File: src/rtl/ifetch_if.sv
// Instruction-fetch port bundle: the imem request/response, the redirect
// input from execute, and the decode-side valid/ready instruction stream.
// Valid/ready: a head instruction transfers on a rising edge where
// inst_valid and inst_ready are both 1; while inst_valid is 1 and
// inst_ready is 0 the head fields hold, and inst_valid only drops after a
// transfer, a redirect or a reset.
interface ifetch_if #(
    parameter int CW = 2
);
    logic          imem_en;
    logic [31:0]   imem_addr;
    logic [31:0]   imem_rdata;
    logic          redirect_valid;
    logic [31:0]   redirect_pc;
    logic          inst_valid;
    logic          inst_ready;
    logic [31:0]   inst;
    logic [31:0]   inst_pc;
    logic          inst_adel;
    logic [CW-1:0] q_count;

    // Fetch unit side.
    modport master (
        output imem_en, imem_addr, inst_valid, inst, inst_pc, inst_adel, q_count,
        input  imem_rdata, redirect_valid, redirect_pc, inst_ready
    );

    // Memory / execute / decode side.
    modport slave (
        input  imem_en, imem_addr, inst_valid, inst, inst_pc, inst_adel, q_count,
        output imem_rdata, redirect_valid, redirect_pc, inst_ready
    );
endinterface

File: src/rtl/ifetch.sv
// Instruction fetch unit: owns the fetch PC, reads the combinational
// instruction memory and buffers {pc, word, adel} entries in a small FIFO
// drained by decode. A misaligned PC produces one address-error entry and
// parks fetch until the next redirect.
module ifetch #(
    parameter logic [31:0] RESET_PC = 32'h9fc00000,
    parameter int          DEPTH    = 2,
    parameter int          CW       = 2
) (
    input  logic     clk,
    input  logic     resetn,
    ifetch_if.master bus
);
    localparam int            PW       = (DEPTH > 1) ? $clog2(DEPTH) : 1;
    localparam logic [CW-1:0] FULL_CNT = CW'(DEPTH);

    logic [31:0]   fpc_q, fpc_d;
    logic          halted_q, halted_d;
    logic [PW-1:0] rd_ptr_q, rd_ptr_d;
    logic [PW-1:0] wr_ptr_q, wr_ptr_d;
    logic [CW-1:0] count_q, count_d;

    logic [31:0] pc_mem   [DEPTH];
    logic [31:0] word_mem [DEPTH];
    logic        adel_mem [DEPTH];

    logic pop;
    logic fire;
    logic aligned;
    logic full;

    // Handshake decode and next-state computation for PC, halt flag and queue.
    always_comb begin
        full    = (count_q == FULL_CNT);
        aligned = (fpc_q[1:0] == 2'b00);
        pop     = (count_q != '0) && bus.inst_ready;
        fire    = !halted_q && !bus.redirect_valid && (!full || pop);

        fpc_d    = fpc_q;
        halted_d = halted_q;
        rd_ptr_d = rd_ptr_q;
        wr_ptr_d = wr_ptr_q;
        count_d  = count_q;

        if (bus.redirect_valid) begin
            // The pop in this cycle still completes; everything else is dropped.
            fpc_d    = bus.redirect_pc;
            halted_d = 1'b0;
            rd_ptr_d = '0;
            wr_ptr_d = '0;
            count_d  = '0;
        end else begin
            if (pop) begin
                rd_ptr_d = rd_ptr_q + 1'b1;
            end
            if (fire) begin
                wr_ptr_d = wr_ptr_q + 1'b1;
                if (aligned) begin
                    fpc_d = fpc_q + 32'd4;
                end else begin
                    halted_d = 1'b1;
                end
            end
            if (fire && !pop) begin
                count_d = count_q + 1'b1;
            end else if (pop && !fire) begin
                count_d = count_q - 1'b1;
            end
        end
    end

    // Control state with synchronous active-low reset.
    always_ff @(posedge clk) begin
        if (!resetn) begin
            fpc_q    <= RESET_PC;
            halted_q <= 1'b0;
            rd_ptr_q <= '0;
            wr_ptr_q <= '0;
            count_q  <= '0;
        end else begin
            fpc_q    <= fpc_d;
            halted_q <= halted_d;
            rd_ptr_q <= rd_ptr_d;
            wr_ptr_q <= wr_ptr_d;
            count_q  <= count_d;
        end
    end

    // Queue storage is written on every push and never reset.
    always_ff @(posedge clk) begin
        if (resetn && fire) begin
            pc_mem[wr_ptr_q]   <= fpc_q;
            word_mem[wr_ptr_q] <= aligned ? bus.imem_rdata : 32'h0;
            adel_mem[wr_ptr_q] <= !aligned;
        end
    end

    // Memory request and queue-head outputs.
    always_comb begin
        bus.imem_en    = fire && aligned;
        bus.imem_addr  = fpc_q;
        bus.inst_valid = (count_q != '0);
        bus.inst       = word_mem[rd_ptr_q];
        bus.inst_pc    = pc_mem[rd_ptr_q];
        bus.inst_adel  = adel_mem[rd_ptr_q];
        bus.q_count    = count_q;
    end
endmodule
File: src/flat_wrapper.sv
// flat-port wrapper written by rule: the top's interface ports become plain ports
module ifetch_flat 
#(
    parameter logic [31:0] RESET_PC = 32'h9fc00000,
    parameter int          DEPTH    = 2,
    parameter int          CW       = 2
)
  (clk, resetn, bus_imem_en, bus_imem_addr, bus_inst_valid, bus_inst, bus_inst_pc, bus_inst_adel, bus_q_count, bus_imem_rdata, bus_redirect_valid, bus_redirect_pc, bus_inst_ready);
  ifetch_if #(.CW(CW)) bus_i ();
  input  logic clk;
  input  logic resetn;
  output wire logic [$bits(bus_i.imem_en)-1:0] bus_imem_en;
  output wire logic [$bits(bus_i.imem_addr)-1:0] bus_imem_addr;
  output wire logic [$bits(bus_i.inst_valid)-1:0] bus_inst_valid;
  output wire logic [$bits(bus_i.inst)-1:0] bus_inst;
  output wire logic [$bits(bus_i.inst_pc)-1:0] bus_inst_pc;
  output wire logic [$bits(bus_i.inst_adel)-1:0] bus_inst_adel;
  output wire logic [$bits(bus_i.q_count)-1:0] bus_q_count;
  input wire logic [$bits(bus_i.imem_rdata)-1:0] bus_imem_rdata;
  input wire logic [$bits(bus_i.redirect_valid)-1:0] bus_redirect_valid;
  input wire logic [$bits(bus_i.redirect_pc)-1:0] bus_redirect_pc;
  input wire logic [$bits(bus_i.inst_ready)-1:0] bus_inst_ready;
  assign bus_imem_en = bus_i.imem_en;
  assign bus_imem_addr = bus_i.imem_addr;
  assign bus_inst_valid = bus_i.inst_valid;
  assign bus_inst = bus_i.inst;
  assign bus_inst_pc = bus_i.inst_pc;
  assign bus_inst_adel = bus_i.inst_adel;
  assign bus_q_count = bus_i.q_count;
  assign bus_i.imem_rdata = bus_imem_rdata;
  assign bus_i.redirect_valid = bus_redirect_valid;
  assign bus_i.redirect_pc = bus_redirect_pc;
  assign bus_i.inst_ready = bus_inst_ready;
  ifetch #(.RESET_PC(RESET_PC), .DEPTH(DEPTH), .CW(CW)) u_core (.clk(clk), .resetn(resetn), .bus(bus_i));
endmodule
File: config.mk
export PLATFORM = sky130hd
export DESIGN_NAME = ifetch_flat
export DESIGN_NICKNAME = d
export VERILOG_FILES = /design/src/rtl/ifetch_if.sv /design/src/rtl/ifetch.sv /design/src/flat_wrapper.sv
export SDC_FILE = /design/constraint.sdc
export NUM_CORES = 1
export LEC_CHECK = 0
export ABC_CLOCK_PERIOD_IN_PS = 5200
export CORE_UTILIZATION = 35
export DETAILED_ROUTE_END_ITERATION = 10
export SETUP_SLACK_MARGIN = 0.3
export SLEW_MARGIN = 20
export SYNTH_ARGS = -nofsm -noshare
export SYNTH_HDL_FRONTEND = slang
export SYNTH_SLANG_ARGS = --single-unit
File: constraint.sdc
create_clock -name clk -period 5.2 [get_ports clk]
set_input_delay 1.04 -clock clk [delete_from_list [all_inputs] [get_ports clk]]
set_output_delay 1.04 -clock clk [all_outputs]
set_load 0.05 [all_outputs]
==> impl_results.md <==
- Outcome: completed
- CP Launch Type: input port
- Vias in the first global route: 4,386
- R2R Setup Slk: roughly 2800 ps
- Starting Density: 0.357
- Crit Path Category: input port to output pin
- Largest family of logic cells by synthesized area: multiplexers
- Synth warn: 0
- Antenna violations before repair: 0
- Crit path time final: about 3700 ps
- CTS root buf: clkbuf_16
- CTS tree: done
- Num ports: approximately 170
- First drt pass iteration count: 4
- Reg2Reg Depth: 3
- Post CTS Setup Buffer Count: 0
- Simple-gate share of the synthesized area: 0.114
- Ratio of cells with drive above 1 in the final layout: 0.167
- Post-synth cell types: 54
- RR Startpoint: u_core.bus.q_count[0]$_SDFFE_PP0P_
- Switch share: 0.264
- Worst slew pin tran: around 970 ps
- Maximum VDD drop: between 0.2 and 0.25 mV
- Mapped Area: between 6000 and 7000 um^2
- Worst Path Required: 4160 ps
- Fin nets: roughly 730
- Full die area: ~20,000 um^2
- Power Density: approximately 350 nW/um^2
- RSZ-0062 raised after global routing: no
- #FFs+latches synth: about 170
- Synth Area in XOR/XNOR: 0.0252
- Logic gate share of total power: 0.158
- Post-synthesis adder-cell area fraction: 0.00360
- Hold Path Stages: 2
- Post-Syn Area per Cell: between 10 and 15 um^2
- Clk pwr share: 0.369
- Core box area: approximately 19,000 um^2
- MaxCap Viol Count: 0
- Pleak: between 3 and 4 nW
- Worst Min Path Start: u_core.rd_ptr_q$_SDFFE_PP0P_
- DIE WIDTH: around 140 um
- Worst setup path start: bus_inst_ready
- Largest net degree at the start of global routing: 66
- Post-synthesis async set-or-reset flop share: 0
- Die height: ~140 um
- Rel. slew slack: 0.357
- Syn nets: about 560
- Clk buf depth: 2
- Area Growth Syn to Fin: 36.6%
- CTS Sinks: between 150 and 200
- Post-synthesis instance total: roughly 490
- Most common flop cell mapped by yosys: edfxtp_1
- Vias per inst: around 4.8
- Setup-failing EPs final: 0
- DR vias: between 4k and 5k
- RR Endpoint: u_core.pc_mem[1][19]$_DFFE_PP_
- I/O Buffers: between 150 and 200
- ANT nets after route: 0
- Total power: 3.31 mW
- Switch Pwr: between 800 and 900 uW
- Wire per inst: about 17 um
- Arrival @ worst endpoint: ~2600 ps
- Hold Buf Count CTS: 0
- Worst-path clk slew: about 60 ps
- Complex-gate fraction of the synthesized area: 0.0528
- Post-synth EDFFs: between 100 and 150
- Seq pwr share: 0.473
- Layout Skew: between 10 and 15 ps
- Final Max Slew Viols: 0
- Most frequent cells in the layout: 167 x clkdlybuf4s50_1, 130 x edfxtp_1, 65 x mux2_2, 37 x dfxtp_1, 33 x and2_1
- Clk_lat worst skew: between 400 and 500 ps
- Setup crit end kind: output pin
- PostCTS Resize Cnt: 0
- Fin crit share: 0.703
- Hpwl dp: ~11 mm
- GRT overflow: 0
- Final Hold Fails: 0
- Sequential area share after synthesis: 0.672
- GRT Total Usage: 0.163
- # DRC: 0
- WL final: about 16 mm
- HP Class: flop to flop
- Max Clk Rate: approximately 270 MHz
- Routability cong.: slightly below 0.8
- Placed cells: between 900 and 1k
- Mux share of post-synthesis cell area: 0.115
- First-pass GRT wire length: 24.4 mm
- Cell Rows: a little over 50
- Finished Layout Cells: around 940
- Max FO, Critical Path: 15
- Iter 0 DRT Violations: 220
- Final setup TNS: 0 ps
- Commonest non-fill, non-tap cell in the layout: clkdlybuf4s50_1
- H-tree depth: 4
- P_int: around 2.4 mW
- Total CTS buffers: 17
- FILL cells: roughly 1.7k
area by class of cell:
type	count	area (um^2)	share of cell area
inverters	7	27.5	0.00290
clock buffers	21	450	0.0475
flip-flops and latches	168	4670	0.492
multi-input cells	292	2180	0.230
repair buffers	171	1700	0.179
clock inverters	11	124	0.0131
diodes	1	2.50	0.000264
well taps	265	332	0.0350
layer usage:
layer	wire length, um	global-route usage	part of all wire
met1	7490	0.220	0.46
met3	913	0.0459	0.056
met5	0	0	0
met2	7630	0.255	0.47
met4	136	0.0492	0.0084
kinds of logic after synthesis:
| group | count (synthesis) |
|---|---|
| buffers and inverters | 29 |
| AND/OR/NAND/NOR | 140 |
| adder cells (fa/ha/maj) | 2 |
| multiplexers | 71 |
| AO/OA/AOI/OAI | 59 |
| flip-flops | 168 |
| XOR/XNOR | 20 |
synthesized netlist by cell type (all sizes together) (2+ instances only):
master	count	area share
nor3	6	0.0067
or4	2	0.0027
a311oi	3	0.0038
a211oi	3	0.0040
edfxtp	130	0.56
o211ai	4	0.0043
nor2	21	0.011
xnor2	4	0.0050
dfxtp	38	0.11
mux2i	4	0.0058
nand3	15	0.011
mux2	67	0.11
clkbuf	19	0.010
and3	11	0.0099
buf	3	0.0029
nand2	25	0.014
nand2b	2	0.0029
a31oi	4	0.0036
inv	6	0.0032
ha	2	0.0036
or3	4	0.0036
xor2	16	0.020
a21oi	21	0.016
and2	33	0.030
and4	5	0.0063
o21ai	16	0.012
nand4	9	0.0081
worst max-delay path: stages:
cell and delay [ps]:
clkdlybuf4s50_1 450, or3b_2 540, nand2b_4 140, clkinv_2 180, buf_4 250
worst max-delay path by stage:
| stage | slack (ps) | depth (start not counted) | endpoint |
|---|---|---|---|
| floorplan | 370 | 4 | u_core.adel_mem[0]$_DFFE_PP_ |
| global placement | 1570 | 5 | bus_imem_en |
| detailed placement | 1490 | 5 | u_core.bus.imem_addr[27]$_SDFFE_PN1P_ |
| CTS | 1530 | 2 | bus_inst_pc[4] |
| global route | 1440 | 2 | bus_inst_pc[3] |
| finish | 1540 | 5 | bus_imem_en |
power groups by stage:
stage          Combinational [mW]  Sequential [mW]  Clock, mW
2_1_floorplan               0.277             1.64          0
3_3_place_gp                0.523             1.59          0
3_5_place_dp                0.526             1.60          0
4_1_cts                     0.529             1.57       1.25
5_1_grt                     0.553             1.57       1.30
6_report                    0.523             1.57       1.22
sequential cells by signal (all words and copies together), names as in the netlist, named ones only:
register	count
u_core.pc_mem	64
u_core.word_mem	64
u_core.adel_mem	2
u_core.wr_ptr_q	1
u_core.bus.q_count	2
u_core.halted_q	1
u_core.rd_ptr_q	1
u_core.bus.imem_addr	32
through the flow:
step / setup WS, ps / area (um^2) / hold WS [ps] / util
final: 1540 / 9490 / 509 / 0.487
after global routing: 1440 / 9480 / 543 / 0.487
after CTS: 1530 / 9480 / 505 / 0.487
after detailed placement: 1490 / 8900 / 489 / 0.457
after global placement: 1570 / 8900 / 490 / 0.457
after floorplan: 369 / 6940 / 472 / -
Power figures use the tool's default switching activity.
